File: config.mk
export PLATFORM = sky130hd
export DESIGN_NAME = memory_arbiter
export DESIGN_NICKNAME = d
export VERILOG_FILES = /design/src/rtl/cpu_types_pkg.sv /design/src/rtl/memory_arbiter.sv
export SDC_FILE = /design/constraint.sdc
export NUM_CORES = 1
export LEC_CHECK = 0
export ABC_AREA = 1
export BUFFER_PORTS_ARGS = -buffer_cell sky130_fd_sc_hd__buf_2
export CELL_PAD_IN_SITES_DETAIL_PLACEMENT = 1
export CELL_PAD_IN_SITES_GLOBAL_PLACEMENT = 1
export CORE_MARGIN = 2
export CORE_UTILIZATION = 17
export DETAILED_ROUTE_END_ITERATION = 16
export PLACE_DENSITY_LB_ADDON = 0.25
export SLEW_MARGIN = 20
export SYNTH_ARGS = -nofsm -noshare
export SYNTH_HDL_FRONTEND = slang
export SYNTH_SLANG_ARGS = --single-unit
export TNS_END_PERCENT = 30
File: constraint.sdc
create_clock -name CLK -period 2.2 [get_ports CLK]
set_clock_uncertainty 0.15 [all_clocks]
set_input_delay 0.22 -clock CLK [delete_from_list [all_inputs] [get_ports CLK]]
set_output_delay 0.22 -clock CLK [all_outputs]
set_load 0.05 [all_outputs]
File: src/rtl/cpu_types_pkg.sv
// Shared CPU datapath types.
//   word_t      : 32-bit machine word
//   ramstate_t  : status reported by the single-ported RAM
//   arb_state_t : states of the RAM arbiter between fetch and data ports
package cpu_types_pkg;

    typedef logic [31:0] word_t;

    typedef enum logic [1:0] {
        FREE   = 2'd0,
        BUSY   = 2'd1,
        ACCESS = 2'd2,
        ERROR  = 2'd3
    } ramstate_t;

    typedef enum logic [1:0] {
        IDLE    = 2'd0,
        GRANT_I = 2'd1,
        GRANT_D = 2'd2
    } arb_state_t;

endpackage

File: src/rtl/memory_arbiter.sv
// memory_arbiter: shares one single-ported RAM between the instruction-fetch
// port and the data port. One requester is granted at a time. The grant is held
// until the RAM reports ACCESS, the request is withdrawn, the RAM reports ERROR,
// or the watchdog expires. Data has priority. Fetch is forced once STARVE_LIMIT
// consecutive data hits have completed while a fetch was waiting.
//
// state   | meaning
// --------+-------------------------------------------------------------
// IDLE    | RAM outputs idle, arbitrate; winner is granted next cycle
// GRANT_I | fetch port drives the RAM, waits for ACCESS
// GRANT_D | data port drives the RAM, waits for ACCESS
//
// Ports:
//   CLK, nRST                 clock, async active-low reset
//   iREN, iaddr               fetch request / address
//   dREN, dWEN, daddr, dstore data read / write request, address, store data
//   ihit, iload               fetch complete this cycle / fetched word
//   dhit, dload               data complete this cycle / loaded word
//   ramREN, ramWEN, ramaddr, ramstore  RAM request side
//   ramload, ramstate         RAM response side
//   bus_err                   one-cycle pulse on watchdog timeout or RAM ERROR
//
// STARVE_LIMIT must be <= 7, because the starvation counter is 3 bits wide.
module memory_arbiter
    import cpu_types_pkg::*;
#(
    parameter int STARVE_LIMIT = 4,
    parameter int TIMEOUT      = 255
) (
    input  logic        CLK,
    input  logic        nRST,
    input  logic        iREN,
    input  logic [31:0] iaddr,
    input  logic        dREN,
    input  logic        dWEN,
    input  logic [31:0] daddr,
    input  logic [31:0] dstore,
    output logic        ihit,
    output logic        dhit,
    output logic [31:0] iload,
    output logic [31:0] dload,
    output logic        ramREN,
    output logic        ramWEN,
    output logic [31:0] ramaddr,
    output logic [31:0] ramstore,
    input  logic [31:0] ramload,
    input  logic [1:0]  ramstate,
    output logic        bus_err
);

    localparam logic [2:0] STARVE_MAX = 3'(STARVE_LIMIT);
    localparam logic [7:0] WAIT_MAX   = 8'(TIMEOUT);

    arb_state_t state, next_state;
    ramstate_t  ram_st;
    logic [7:0] wait_cnt;
    logic [2:0] starve_cnt;

    assign ram_st = ramstate_t'(ramstate);

    always_ff @(posedge CLK or negedge nRST) begin
        if (!nRST) begin
            state <= IDLE;
        end else begin
            state <= next_state;
        end
    end

    always_comb begin
        next_state = state;
        ihit       = 1'b0;
        dhit       = 1'b0;
        iload      = '0;
        dload      = '0;
        ramREN     = 1'b0;
        ramWEN     = 1'b0;
        ramaddr    = '0;
        ramstore   = '0;
        bus_err    = 1'b0;

        case (state)
            IDLE: begin
                if (iREN && (starve_cnt == STARVE_MAX)) begin
                    next_state = GRANT_I;
                end else if (dREN || dWEN) begin
                    next_state = GRANT_D;
                end else if (iREN) begin
                    next_state = GRANT_I;
                end
            end

            GRANT_I: begin
                // A withdrawn request releases the RAM in the same cycle.
                if (!iREN) begin
                    next_state = IDLE;
                end else begin
                    ramREN  = 1'b1;
                    ramaddr = iaddr;
                    if (ram_st == ACCESS) begin
                        ihit       = 1'b1;
                        iload      = ramload;
                        next_state = IDLE;
                    end else if ((ram_st == ERROR) || (wait_cnt == WAIT_MAX)) begin
                        bus_err    = 1'b1;
                        next_state = IDLE;
                    end
                end
            end

            GRANT_D: begin
                if (!(dREN || dWEN)) begin
                    next_state = IDLE;
                end else begin
                    // A read wins if both a read and a write are requested.
                    ramREN   = dREN;
                    ramWEN   = dWEN & ~dREN;
                    ramaddr  = daddr;
                    ramstore = dstore;
                    if (ram_st == ACCESS) begin
                        dhit       = 1'b1;
                        dload      = ramload;
                        next_state = IDLE;
                    end else if ((ram_st == ERROR) || (wait_cnt == WAIT_MAX)) begin
                        bus_err    = 1'b1;
                        next_state = IDLE;
                    end
                end
            end

            default: next_state = IDLE;
        endcase
    end

    // Every grant is entered from IDLE, so holding the counter at zero in IDLE
    // is the same as clearing it on entry to a grant state.
    always_ff @(posedge CLK or negedge nRST) begin
        if (!nRST) begin
            wait_cnt <= '0;
        end else if (state == IDLE) begin
            wait_cnt <= '0;
        end else if (wait_cnt != WAIT_MAX) begin
            wait_cnt <= wait_cnt + 8'd1;
        end
    end

    always_ff @(posedge CLK or negedge nRST) begin
        if (!nRST) begin
            starve_cnt <= '0;
        end else if (!iREN || ihit) begin
            starve_cnt <= '0;
        end else if (dhit && (starve_cnt != STARVE_MAX)) begin
            starve_cnt <= starve_cnt + 3'd1;
        end
    end

endmodule

==> impl_metrics.yaml <==
run_status:
  outcome: "finished clean"
grt:
  groute.usage.overall_pct: 16.25
  grt_pass1_wl_mm: 16.99
  gr-total-overflow: 0
  grt_max_degree: 35
  grt_antenna_before_repair: 1
  grt_pass1_vias: 3559
cells_and_area:
  drive_above_1_share_pct: 52.17
  nets: 812
  fin_util_pct: 36.73
  area_growth_pct: 111.3
cts:
  cts_tree: "done"
  clock-sinks: 13
  htree_levels: 1
  cts.clk_slew.worst_paths_ns: 0.05
  clockBufferDepth: 2
  cts_buffers: 3
  root_buffer: "clkbuf_16"
  insertion_delay_ns: 0.24
yosys:
  synth_seq_cells: 13
  synth_fp_nets: 545
  synth_warnings: 0
  synth_area_um2: 1984
  synth_cell_types: 24
  netlist_instances: 403
  syn_avg_cell_area_um2: 4.924
  yosysTopAreaCell: "nand2_1"
  seq_area_frac_synth_pct: 16.39
  yosys-top-cells-area: "nand2_1 25%, nor2_1 20%, dfrtp_1 16%"
  yosys.area.top_type_share_pct: 24.97
sta:
  finalHoldViolations: 0
  tns_ns: 0
  max-slew-margin-rel_pct: 75.67
  max_freq_mhz: 465.7
  worstMarginPinSlew_ns: 0.3636
  setup_viol: 0
  maxSlewViolCount: 0
  period_minus_slack_ns: 2.147
  min_period_over_period_pct: 97.61
  rsz0062_at_grt: "true"
pwr:
  leakage_nw: 2.487
  vdd_drop_max_uv: 528.1
  powerDensity_nw_per_um2: 901.1
drt:
  vias: 3488
  drt.antenna.violating_nets: 0
  viasPerCell: 4.290
  dr.pass1.iters: 4
  routed_wirelength_mm: 11.35
  wl_per_cell_um: 13.96
  drcViolationCount: 0
  drt_iter0_drc: 71
setup_path:
  crit_slowest_cell: "dfrtp_2"
  reg2reg_from: "state[0]"
  reg2regPathDepth: 8
  reg2reg_to: "starve_cnt[2]"
  max_stage_delay_ns: 0.45
  crit_family: "buffers and inverters"
  crit_arrival_ns: 1.78
  required_ns: 1.83
  path_class: "reg -> out"
  crit_path_end_kind: "output port"
  critPathLaunchType: "flop"
  path_cells: "inv_2 -> ha_2 -> nand2_4 -> inv_4 -> clkbuf_16 -> nand2_1 -> a21oi_1 -> buf_4"
  reg2reg_slack_ns: 0.45
  cp_max_fo: 16
  crit_buf_inv: 4
die:
  placementRows: 39
  die_width_um: 112.0
  core_um2: 11420
  io_pins: 268
  dieHeight_um: 112.0
  initial_core_util_pct: 17.38
  dieArea_um2: 12550
place:
  hpwl_mm: 9.125
  gp_congestion: 0.8452
  io_buffers: 267
min_path:
  hp-class: "in -> async"
flow_run:
  drv_cap: 0
## cell usage in the layout (no fill, tap or decap), drive strengths merged
master / n
nor3: 1
buf: 279
nand3: 9
diode: 1
ha: 7
a21oi: 41
a41oi: 1
o21ai: 6
inv: 56
clkinv: 2
a31oi: 1
clkbuf: 6
xor2: 1
o21bai: 2
dfrtp: 13
nand4: 1
nor2: 107
o21ba: 1
nand2: 134
dlygate4sd3: 1
## routing by layer
metal  global-route usage, %  wire [um]  share of wire (%)  vias up
li1                        -          -                  -     1745
met1                   17.46       4408                 39     1565
met2                   32.85       5956                 52      166
met3                   2.700        782                6.9       12
met4                   3.659        201                1.8        0
met5                       0          0                  0        -
## layout make-up
class                      instances  area (um2)
fill                            1546        7224
timing repair buffer             283        1889
multi-input combinational        312        1500
sequential                        13       326.6
inverter                          57       216.5
tap                              143       178.9
clock buffer                       3       75.07
clock inverter                     1       5.005
antenna                            1       2.502
## timing repair
| action | in CTS | in global routing |
|---|---|---|
| gates resized for setup | 105 | 37 |
| endpoints found under the hold margin | 13 | 0 |
| pin swaps | 1 | 2 |
| setup endpoints to repair | 97 | 98 |
| buffers inserted | 1 | 2 |
| gates cloned | 0 | 4 |
| hold buffers | 1 | 0 |
## where the power goes
part	switching, mW	internal [mW]
Clock	0.100	0.242
Sequential	0.0443	0.280
Combinational	2.20	0.910
## synth_stat cells
cell type and number:
nand2_1 132, nor2_1 105, inv_1 50, a21oi_1 41, buf_2 15, dfrtp_1 13
nand3_1 9, ha_1 7, inv_2 6, o21ai_0 5, buf_1 3, clkbuf_1 3
nand2_2 2, o21bai_1 2, a31oi_1 1, a41oi_1 1, clkinv_1 1, nand4_1 1
nor2_2 1, nor2_4 1, nor3_1 1, o21ai_1 1, o21ba_2 1, xor2_1 1
## worst reg2reg max path: stages (launching register included)
cell and delay [ns]:
dfrtp_1 0.40, buf_4 0.15, ha_2 0.19, nand2_4 0.11, nor2_4 0.05, buf_4 0.14
nor2_1 0.29, nand3_1 0.13, nand2_1 0.08
## cells by family after synthesis
kind of cell	share of synthesized area, %
and+or+nand+nor	49.18
buffers and inverters	15.70
AOI/OAI and AO/OA	13.87
DFF	16.39
adders and majority gates	4.413
xor gates and xnor gates	0.4414
## state kept, by name, summed over array words and instances (netlist names)
name        flops
wait_cnt        8
state           2
starve_cnt      3
## per-stage QoR
step | total power, mW | cells | hold WS [ns] | setup WS, ns | cell area (um2)
global placement | 3.015 | 800 | -0.01674 | 0.1506 | 3595
CTS | 3.546 | 806 | 0.2220 | 0.001322 | 3960
global route | 4.011 | 813 | 0.2792 | -0.03504 | 4194
floorplan | 2.323 | 403 | -0.2256 | -0.1118 | 2064
detailed placement | 3.044 | 800 | -0.01769 | 0.09959 | 3595
finish | 3.779 | 813 | 0.2452 | 0.05256 | 4194
## worst max path at each step
| stage | startpoint | endpoint | slack (ns) | cells after the start |
|---|---|---|---|---|
| 2_1_floorplan | state[0] | ramaddr[0] | -0.11 | 7 |
| 3_3_place_gp | state[0] | ramaddr[28] | 0.15 | 8 |
| 3_5_place_dp | state[0] | ramaddr[28] | 0.1 | 8 |
| 4_1_cts | state[0] | bus_err | 0.001 | 9 |
| 5_1_grt | state[0] | ramaddr[8] | -0.04 | 9 |
| 6_report | state[1] | ramaddr[8] | 0.05 | 8 |
Power figures use the tool's default switching activity.
